## src/rtl/mac_feeder_pkg.sv

```systemverilog
// Shared VAD fully-connected stream definitions.
// Sizes, FSM encoding and the lane-index mirroring rule are shared by the
// feeder and the MAC so that both sides agree on the beat layout.
package mac_feeder_pkg;

    localparam int N_FEAT = 108;              // activations per frame
    localparam int LANES  = 3;                // activations per beat
    localparam int DW     = 2;                // activation width
    localparam int BEATS  = N_FEAT / LANES;   // beats per frame (36)

    localparam int IDX_W  = $clog2(N_FEAT);
    localparam int BEAT_W = $clog2(BEATS);

    typedef enum logic [1:0] {
        ST_IDLE   = 2'd0,
        ST_STREAM = 2'd1,
        ST_GAP    = 2'd2
    } feed_state_t;

    typedef logic [LANES-1:0][DW-1:0] lane_vec_t;

    // Lane 'lane' (0-based) at beat k reads index (lane+1)*BEATS-1-k: each
    // lane walks its third of the frame from the top down, which is the
    // order the MAC holds its weights in.
    function automatic logic [IDX_W-1:0] mirror_idx(input int lane,
                                                    input logic [BEAT_W-1:0] k);
        return IDX_W'((lane + 1) * BEATS - 1 - int'(k));
    endfunction

endpackage

```

## src/rtl/feat_bank.sv

```systemverilog
// One activation bank: N_FEAT x DW storage with a single write port and a
// combinational LANES-wide read of the mirrored indices for beat rd_k.
// Ports:
//   clk    - clock
//   we     - write enable
//   waddr  - write index 0..N_FEAT-1
//   wdata  - activation to store
//   rd_k   - beat number selecting the three lane indices
//   lanes  - packed lane values for beat rd_k (lane 0 = feat_out1)
module feat_bank
    import mac_feeder_pkg::*;
(
    input  logic              clk,
    input  logic              we,
    input  logic [IDX_W-1:0]  waddr,
    input  logic [DW-1:0]     wdata,
    input  logic [BEAT_W-1:0] rd_k,
    output lane_vec_t         lanes
);

    // Contents are don't-care after reset, so the array carries no reset.
    logic [DW-1:0] mem [N_FEAT];

    always_ff @(posedge clk) begin
        if (we) mem[waddr] <= wdata;
    end

    for (genvar j = 0; j < LANES; j++) begin : g_lane
        assign lanes[j] = mem[mirror_idx(j, rd_k)];
    end

endmodule

```

## src/rtl/mac_feeder.sv

```systemverilog
// Producer side of the 3-lane FC MAC stream.
// Collects one frame of N_FEAT activations (one per cycle, index order) into
// a ping-pong bank and replays it as BEATS beats of LANES mirrored lanes.
// Ports:
//   clk, rst            - clock, asynchronous active-high reset
//   flush               - synchronous discard of both banks and the stream
//   wr_valid/wr_ready   - upstream activation handshake, wr_data payload
//   feat_out1..3        - lane values, zero whenever out_valid is low
//   out_valid, out_last - beat qualifier, high with the final beat
//   frame_done          - one-cycle pulse in the gap after the last beat
module mac_feeder
    import mac_feeder_pkg::*;
(
    input  logic          clk,
    input  logic          rst,
    input  logic          flush,
    input  logic          wr_valid,
    output logic          wr_ready,
    input  logic [DW-1:0] wr_data,
    output logic [DW-1:0] feat_out1,
    output logic [DW-1:0] feat_out2,
    output logic [DW-1:0] feat_out3,
    output logic          out_valid,
    output logic          out_last,
    output logic          frame_done
);

    feed_state_t       state, state_nxt;
    logic [1:0]        bank_full, bank_full_nxt;
    logic              wr_bank, rd_bank;
    logic [IDX_W-1:0]  wr_idx;
    logic [BEAT_W-1:0] beat;
    logic [BEAT_W-1:0] rd_k;
    logic              wr_fire, wr_wrap;
    logic              load, retire;
    lane_vec_t         lane_q;
    lane_vec_t         bank_lanes [2];

    assign wr_ready = !bank_full[wr_bank] && !flush;
    assign wr_fire  = wr_valid && wr_ready;
    assign wr_wrap  = wr_fire && (wr_idx == IDX_W'(N_FEAT - 1));

    // In IDLE the first beat (k=0) is loaded; afterwards 'beat' already
    // holds the index of the next beat to present.
    assign rd_k = (state == ST_STREAM) ? beat : '0;

    for (genvar b = 0; b < 2; b++) begin : g_bank
        localparam logic BSEL = 1'(b);
        feat_bank u_bank (
            .clk   (clk),
            .we    (wr_fire && (wr_bank == BSEL)),
            .waddr (wr_idx),
            .wdata (wr_data),
            .rd_k  (rd_k),
            .lanes (bank_lanes[b])
        );
    end

    always_ff @(posedge clk or posedge rst) begin
        if (rst) state <= ST_IDLE;
        else     state <= state_nxt;
    end

    always_comb begin
        state_nxt = state;
        load      = 1'b0;
        retire    = 1'b0;
        if (flush) begin
            state_nxt = ST_IDLE;
        end else begin
            case (state)
                ST_IDLE: begin
                    if (bank_full[rd_bank]) begin
                        state_nxt = ST_STREAM;
                        load      = 1'b1;
                    end
                end
                ST_STREAM: begin
                    // out_last marks the beat now on the outputs; the edge
                    // that retires it leads into the gap cycle.
                    if (out_last) begin
                        state_nxt = ST_GAP;
                        retire    = 1'b1;
                    end else begin
                        load = 1'b1;
                    end
                end
                ST_GAP:  state_nxt = ST_IDLE;
                default: state_nxt = ST_IDLE;
            endcase
        end
    end

    // Fill of wr_bank and release of rd_bank may share an edge: they are
    // always different banks, since a full bank is never written.
    always_comb begin
        bank_full_nxt = bank_full;
        if (retire)  bank_full_nxt[rd_bank] = 1'b0;
        if (wr_wrap) bank_full_nxt[wr_bank] = 1'b1;
    end

    always_ff @(posedge clk or posedge rst) begin
        if (rst) begin
            bank_full  <= '0;
            wr_bank    <= 1'b0;
            rd_bank    <= 1'b0;
            wr_idx     <= '0;
            beat       <= '0;
            out_valid  <= 1'b0;
            out_last   <= 1'b0;
            frame_done <= 1'b0;
            lane_q     <= '0;
        end else if (flush) begin
            bank_full  <= '0;
            wr_bank    <= 1'b0;
            rd_bank    <= 1'b0;
            wr_idx     <= '0;
            beat       <= '0;
            out_valid  <= 1'b0;
            out_last   <= 1'b0;
            frame_done <= 1'b0;
            lane_q     <= '0;
        end else begin
            bank_full  <= bank_full_nxt;
            frame_done <= retire;
            if (retire) rd_bank <= ~rd_bank;

            if (wr_wrap) begin
                wr_idx  <= '0;
                wr_bank <= ~wr_bank;
            end else if (wr_fire) begin
                wr_idx  <= wr_idx + 1'b1;
            end

            if (load) begin
                out_valid <= 1'b1;
                out_last  <= (rd_k == BEAT_W'(BEATS - 1));
                lane_q    <= bank_lanes[rd_bank];
                beat      <= rd_k + 1'b1;
            end else begin
                out_valid <= 1'b0;
                out_last  <= 1'b0;
                lane_q    <= '0;
                beat      <= '0;
            end
        end
    end

    assign feat_out1 = lane_q[0];
    assign feat_out2 = lane_q[1];
    assign feat_out3 = lane_q[2];

endmodule

```

## config.mk

```make
export PLATFORM = sky130hd
export DESIGN_NAME = mac_feeder
export DESIGN_NICKNAME = d
export VERILOG_FILES = /design/src/rtl/mac_feeder_pkg.sv /design/src/rtl/feat_bank.sv /design/src/rtl/mac_feeder.sv
export SDC_FILE = /design/constraint.sdc
export NUM_CORES = 1
export LEC_CHECK = 0
export ABC_AREA = 0
export BUFFER_PORTS_ARGS = -buffer_cell sky130_fd_sc_hd__clkbuf_2
export CAP_MARGIN = 10
export CORE_MARGIN = 3
export CORE_UTILIZATION = 45
export DETAILED_ROUTE_END_ITERATION = 7
export SYNTH_ARGS = -nofsm -noshare
export SYNTH_HDL_FRONTEND = slang
export SYNTH_SLANG_ARGS = --single-unit
```

## constraint.sdc

```tcl
create_clock -name clk -period 3.9 [get_ports clk]
set_clock_uncertainty 0.2 [all_clocks]
set_input_delay 0 -clock clk [delete_from_list [all_inputs] [get_ports clk]]
set_output_delay 0 -clock clk [all_outputs]
set_load 0.01 [all_outputs]
```

Word-level counts from Yosys, hierarchy flattened

Memory sizes are Yosys's and may differ from the RTL's.
Cells that the tools add are included.

Register bits: 28
Bits in latches: 0
Memory bits (writable): 432
Memory bits (read-only): 0
Input bits: 6
Output and inout bits: 10
Logic and storage cells: 95
Memories kept: 2

Memories:

| memory               | words | width | rd ports | clocked after memory_dff | wr ports | RTL line        | text |
|---|---|---|---|---|---|---|---|
| g_bank[0].u_bank.mem | 108   | 2     | 3        | 0                        | 1        | feat_bank.sv:22 | `logic [DW-1:0] mem [N_FEAT];` |
| g_bank[1].u_bank.mem | 108   | 2     | 3        | 0                        | 1        | feat_bank.sv:22 |  |

Add/sub/neg operators: 5
$mul: 0
Divide/modulo/power cells: 0
Magnitude comparators: 5
Equal/unequal tests: 5
Shift-type cells: 0
Multiplexer cells: 46
Bitwise gates (word level): 6
Reduce and logical (&&, ||, !) cells: 14

Operators with widths:

| operator              | number |
|---|---|
| $mux W6               | 8 |
| $mux W1               | 25 |
| $mux W7               | 3 |
| $sub A7 B6 Y7 const A | 2 |
| $mux W2               | 6 |
| $add A7 B1 Y7 const B | 1 |
| $eq A7 B7 Y1 const B  | 1 |
| $logic_and A1 B1 Y1   | 7 |
| $sub A6 B6 Y7 const A | 1 |
| $add A6 B1 Y6 const B | 1 |
| $eq A6 B6 Y1 const B  | 1 |
| $ne A3 B3 Y1 const B  | 2 |
| $lt A1 B2 Y1 const B  | 2 |
| $pmux W2 S2           | 1 |
| $reduce_bool A2 Y1    | 2 |
| $reduce_bool A3 Y1    | 1 |
| $and A2 B2 Y2         | 1 |
| $demux W1 S1          | 2 |
| $eq A2 B1 Y1 const B  | 1 |
| $ge A1 B1 Y1 const B  | 2 |
| $ge A2 B2 Y1 const B  | 1 |
| $logic_not A1 Y1      | 2 |
| $logic_not A2 Y1      | 1 |
| $not A1 Y1            | 2 |
| 5 further kinds       | 5 |

Depth between registers and ports, before layout

Depth after elaboration: 10
Mapped depth: 19
Depth with buffers taken out: 11

Cells and area by module

From an unflattened synthesis, not the netlist that was laid out.

Cell total of the unflattened synthesis: 1566
Area total of the unflattened synthesis: 23083.4 µm²

By module, submodules not included:

| module                        | times used | cells an instance | area each (µm²) | sequential area each (µm²) |
|---|---|---|---|---|
| feat_bank at g_bank[1].u_bank | 1          | 749               | 10950.5         | 6486.2 |
| feat_bank at g_bank[0].u_bank | 1          | 678               | 10704.0         | 6486.2 |
| mac_feeder                    | 1          | 139               | 1428.9          | 700.7 |

Worst setup path after synthesis

OpenSTA, ideal clock, no wires.

Path type: reg-to-reg
Start: register beat[2]
End: register lane_q, in the netlist feat_out1[1]
Library setup time: 141 ps
Arrival: 3216 ps
Required time: 3559 ps
Setup slack: 343 ps
Cell stages (with the launch flop): 17
Path buffers: 8
Cells stage by stage: dfrtp_1 buf_4 and3b_1 inv_2 buf_6 buf_4 buf_2 buf_2 ha_1 clkbuf_1 inv_1 xnor2_2 buf_2 buf_2 mux2i_1 a2111oi_0 o32ai_1

Cells in the longest elaborated chain, start to end: 8
Elaborated cells between the ends (all ways): 9

Ends and longest elaborated chain:

| item                                          | RTL line             | text |
|---|---|---|
| start, declared                               | mac_feeder.sv:32     | `logic [BEAT_W-1:0] beat;` |
| start signal, assigned                        | mac_feeder.sv:139    | `beat <= rd_k + 1'b1;` |
| $mux W6 *                                     | mac_feeder.sv:45     | `assign rd_k = (state == ST_STREAM) ? beat : '0;` |
| $sub A6 B6 Y7 *                               | mac_feeder_pkg.sv:27 | `return IDX_W'((lane + 1) * BEATS - 1 - int'(k));` |
| $mem_v2 Z108 W2                               | n/a                  |  |
| $mux W6 (implied by the code) * (3 in series) | mac_feeder.sv:138    | `lane_q <= bank_lanes[rd_bank];` |
| $mux W6 *                                     | mac_feeder.sv:135    | `if (load) begin` |
| $mux W6 *                                     | mac_feeder.sv:113    | `end else if (flush) begin` |
| end signal, assigned                          | mac_feeder.sv:138    |  |
| end, declared                                 | mac_feeder.sv:36     | `lane_vec_t lane_q;` |

Every way passes the cells marked *; elsewhere a longest branch is shown, timed or not. The select of a mux whose other input is x is not followed.
A chain may end at the register's enable or synchronous reset.

Worst setup path after layout

Start: register state[1]
End: register lane_q, in the netlist feat_out1[0]

Cells in the longest elaborated chain, start to end: 9
Elaborated cells between the ends (all ways): 13

Ends and longest elaborated chain:

| item                                        | RTL line                           | text |
|---|---|---|
| start, declared                             | mac_feeder.sv:28                   | `feed_state_t state, state_nxt;` |
| start signal, assigned                      | mac_feeder.sv:61                   | `else state <= state_nxt;` |
| $eq A2 B1 Y1                                | mac_feeder.sv:45, mac_feeder.sv:71 |  |
| $mux W6                                     | mac_feeder.sv:45                   |  |
| $sub A6 B6 Y7                               | mac_feeder_pkg.sv:27               |  |
| $mem_v2 Z108 W2                             | n/a                                |  |
| $mux W6 (implied by the code) (3 in series) | mac_feeder.sv:138                  |  |
| $mux W6 *                                   | mac_feeder.sv:135                  |  |
| $mux W6 *                                   | mac_feeder.sv:113                  |  |

Marks and branches as above.

==> results.toml <==
[yosys]
async_flop_share_pct = 6.09
synth_compound_area_share_pct = 13.9
synth_cells = 1973
synth_edf_count = 432
synth_common_cells = "432 x edfxtp_1, 358 x nor2_1, 124 x nand2_1"
netlist_area_um2 = 22800
synthFlopType = "edfxtp_1"
yosysWarnings = 0
synth_seq_cells = 460
yosys.area_share.simple_pct = 14.1
synth_top_family_by_area = "simple AND/OR/NAND/NOR gates"
synth_nets = 1985
synth_xor_area_share_pct = 0.450
yosysTopAreaCell = "edfxtp_1"
synth.most_common_cell = "edfxtp_1"
ys_seq_area_share_pct = 60.0
synthAdderAreaFrac_pct = 0.329
yosys-mux-area-fraction_pct = 6.52
avgSynthCellArea_um2 = 11.6
synth_top_area_share_pct = 56.9
netlist_top_cells_area = "edfxtp_1 57%, nor2_1 5.9%, mux2i_1 3.1%"
synthDistinctLibCells = 85

[floorplanning]
core_area_um2 = 49500
initial_core_util_pct = 46.1
die_w_um = 231
io_pins = 16
die_h_um = 231
rows = 81
dieArea_um2 = 53400

[pwr]
p_per_area_nw_per_um2 = 406
p_leak_nw = 8.10
ir_drop_uv = 321
p_total_w = 0.0103

[finish]
regArea_um2 = 13700
final_util_pct = 51.1
drive_above_1_share_pct = 12.6
n_antenna_cell = 0
multi_input_area_um2 = 8060
nets = 1976
nFillCells = 4431
syn_to_final_growth_pct = 10.8

[critical_path]
cp-startpoint = "state[1]"
criticalPathCategory = "reg2reg"
reg2reg_depth = 10
end_kind = "flop"
reg2reg_setup_slack_ns = 0.48
critPathRequiredTime_ns = 4.14
crit_path_start_kind = "flop"
crit_arrival_ns = 3.67
cp_max_fo = 103
reg2reg_to = "feat_out1[0]"
reg2reg_from = "state[1]"

[min_path]
hold_class = "in2reg"
whs_endpoint = "wr_idx[6]"
worstHoldPathCells = 3
hp-start = "flush"

[sta]
finalHoldViolCount = 0
setup_violations = 0
rsz0062_at_grt = "false"
fin_crit_ns = 3.42
fmaxAchievable_mhz = 292
period_share_pct = 87.8
tightest_slew_ns = 1.10
setup_ws_ns = 0.476
setup_tns_ns = 0
slew_headroom_pct = 26.5
slew_viol_final = 0

[route]
dr.max_layer_used = "met4"
dr_wl_met3_mm = 5.08
dr_total_vias = 16800
drt-total-wl_mm = 70.3
met2_length_mm = 33.4
ant_nets = 0
dr.pass1.iters = 6
drc = 0
drt_iter0_markers = 1953
viasPerCell = 6.29
wire_per_inst_um = 26.4
m1WireLength_mm = 29.8

[global_routing]
grt_overflow = 0
grt_pass1_vias = 16700
grt_usage_pct = 26.4
grt_pass1_wl_mm = 107
grt_max_degree = 136
antenna_found_initial = 0

[cts]
clock_path_buffers = 3
cts-root-buf = "clkbuf_16"
cts_setup_buffers = 0
numCtsBuffers = 50
clk_pin_slew_ns = 0.06
clkSinkCount = 460
cts_tree = "built"
cts_resized = 0
clk_latency_ns = 0.60
htreeDepth = 2

[placement]
place.gp.congestion = 0.980
port_buffers = 15
hpwl_mm = 45.9
pre_cts_ws_ns = 0.514

[outcome]
outcome = "complete, no violations"

[job]
cap_violations = 0
==> cells in the final DEF, fill, tap and decap left out, drive strengths merged, types with 16 or more instances in the layout <==
cell type  instances
a2111oi           16
a211oi            39
a21oi             76
a221oi            18
a31oi             35
buf               85
clkbuf            75
clkinv            21
dfrtp             28
edfxtp           432
inv               43
mux2              47
mux2i             71
nand2            125
nand2b            34
nand3             38
nor2             358
nor2b             22
nor3              31
o211ai            20
o21a              18
o21ai             74
o221ai            16
o22ai             65
or3               16
==> critical path: stages, from the launching register on <==
cell	delay [ns]
dfrtp_1	0.41
buf_4	0.20
and2b_4	0.30
buf_12	0.43
a31oi_1	0.16
o221a_2	0.29
a221oi_1	0.49
nor4_1	0.13
a211oi_1	0.27
a311o_1	0.26
a311oi_1	0.06
==> registers in the layout, summed over array words and instances (netlist names) <==
register           count
bank_full              2
frame_done             1
feat_out3              2
beat                   6
state                  2
out_last               1
g_bank.u_bank.mem    432
out_valid              1
wr_idx                 7
feat_out1              2
rd_bank                1
feat_out2              2
wr_bank                1
==> logic make-up after synthesis <==
group,count (synthesis)
AO/OA/AOI/OAI,462
XOR/XNOR,10
adder cells (fa/ha/maj),6
buffers and inverters,208
flip-flops,460
multiplexers,129
AND/OR/NAND/NOR,698
==> per-layer routing <==
metal	vias to the layer above	track usage, %
met1	8465	36.9
met3	134	4.25
met5	-	0
met2	723	43.1
met4	0	7.63
li1	7445	-
==> cell type report <==
| type | count | area share (%) |
|---|---|---|
| clock buffer | 62 | 5.21 |
| sequential | 460 | 54.1 |
| tap | 664 | 3.29 |
| clock inverter | 29 | 1.18 |
| multi-input combinational | 1305 | 31.9 |
| timing repair buffer | 105 | 3.63 |
| inverter | 42 | 0.634 |
==> timing repair <==
action / in CTS / in global routing
endpoints found under the setup margin: 0 / 0
endpoints found under the hold margin: 293 / 0
hold buffers: 7 / 0
==> stage by stage <==
| step | hold WS [ns] | instances | area [µm²] |
|---|---|---|---|
| CTS | 0.175 | 2667 | 25300 |
| global route | 0.246 | 2667 | 25300 |
| detailed placement | -0.0995 | 2569 | 23600 |
| finish | 0.220 | 2667 | 25300 |
| global placement | -0.0980 | 2569 | 23600 |
| floorplan | -0.142 | 1973 | 22800 |
==> how the worst max path moves through the flow <==
stage | end | slack, ns
2_1_floorplan | feat_out1[1] | 0.34
3_5_place_dp | feat_out2[0] | 0.51
4_1_cts | feat_out2[0] | 0.51
6_report | feat_out1[0] | 0.48
5_1_grt | feat_out1[0] | 0.25
3_3_place_gp | feat_out2[0] | 0.56
==> power breakdown <==
part           switching (W)  internal, W
combinational       0.000104    0.0000188
clock                0.00194      0.00279
sequential        0.00000362      0.00540
total                0.00205      0.00821
No activity file was read; power rests on OpenSTA's default activity.
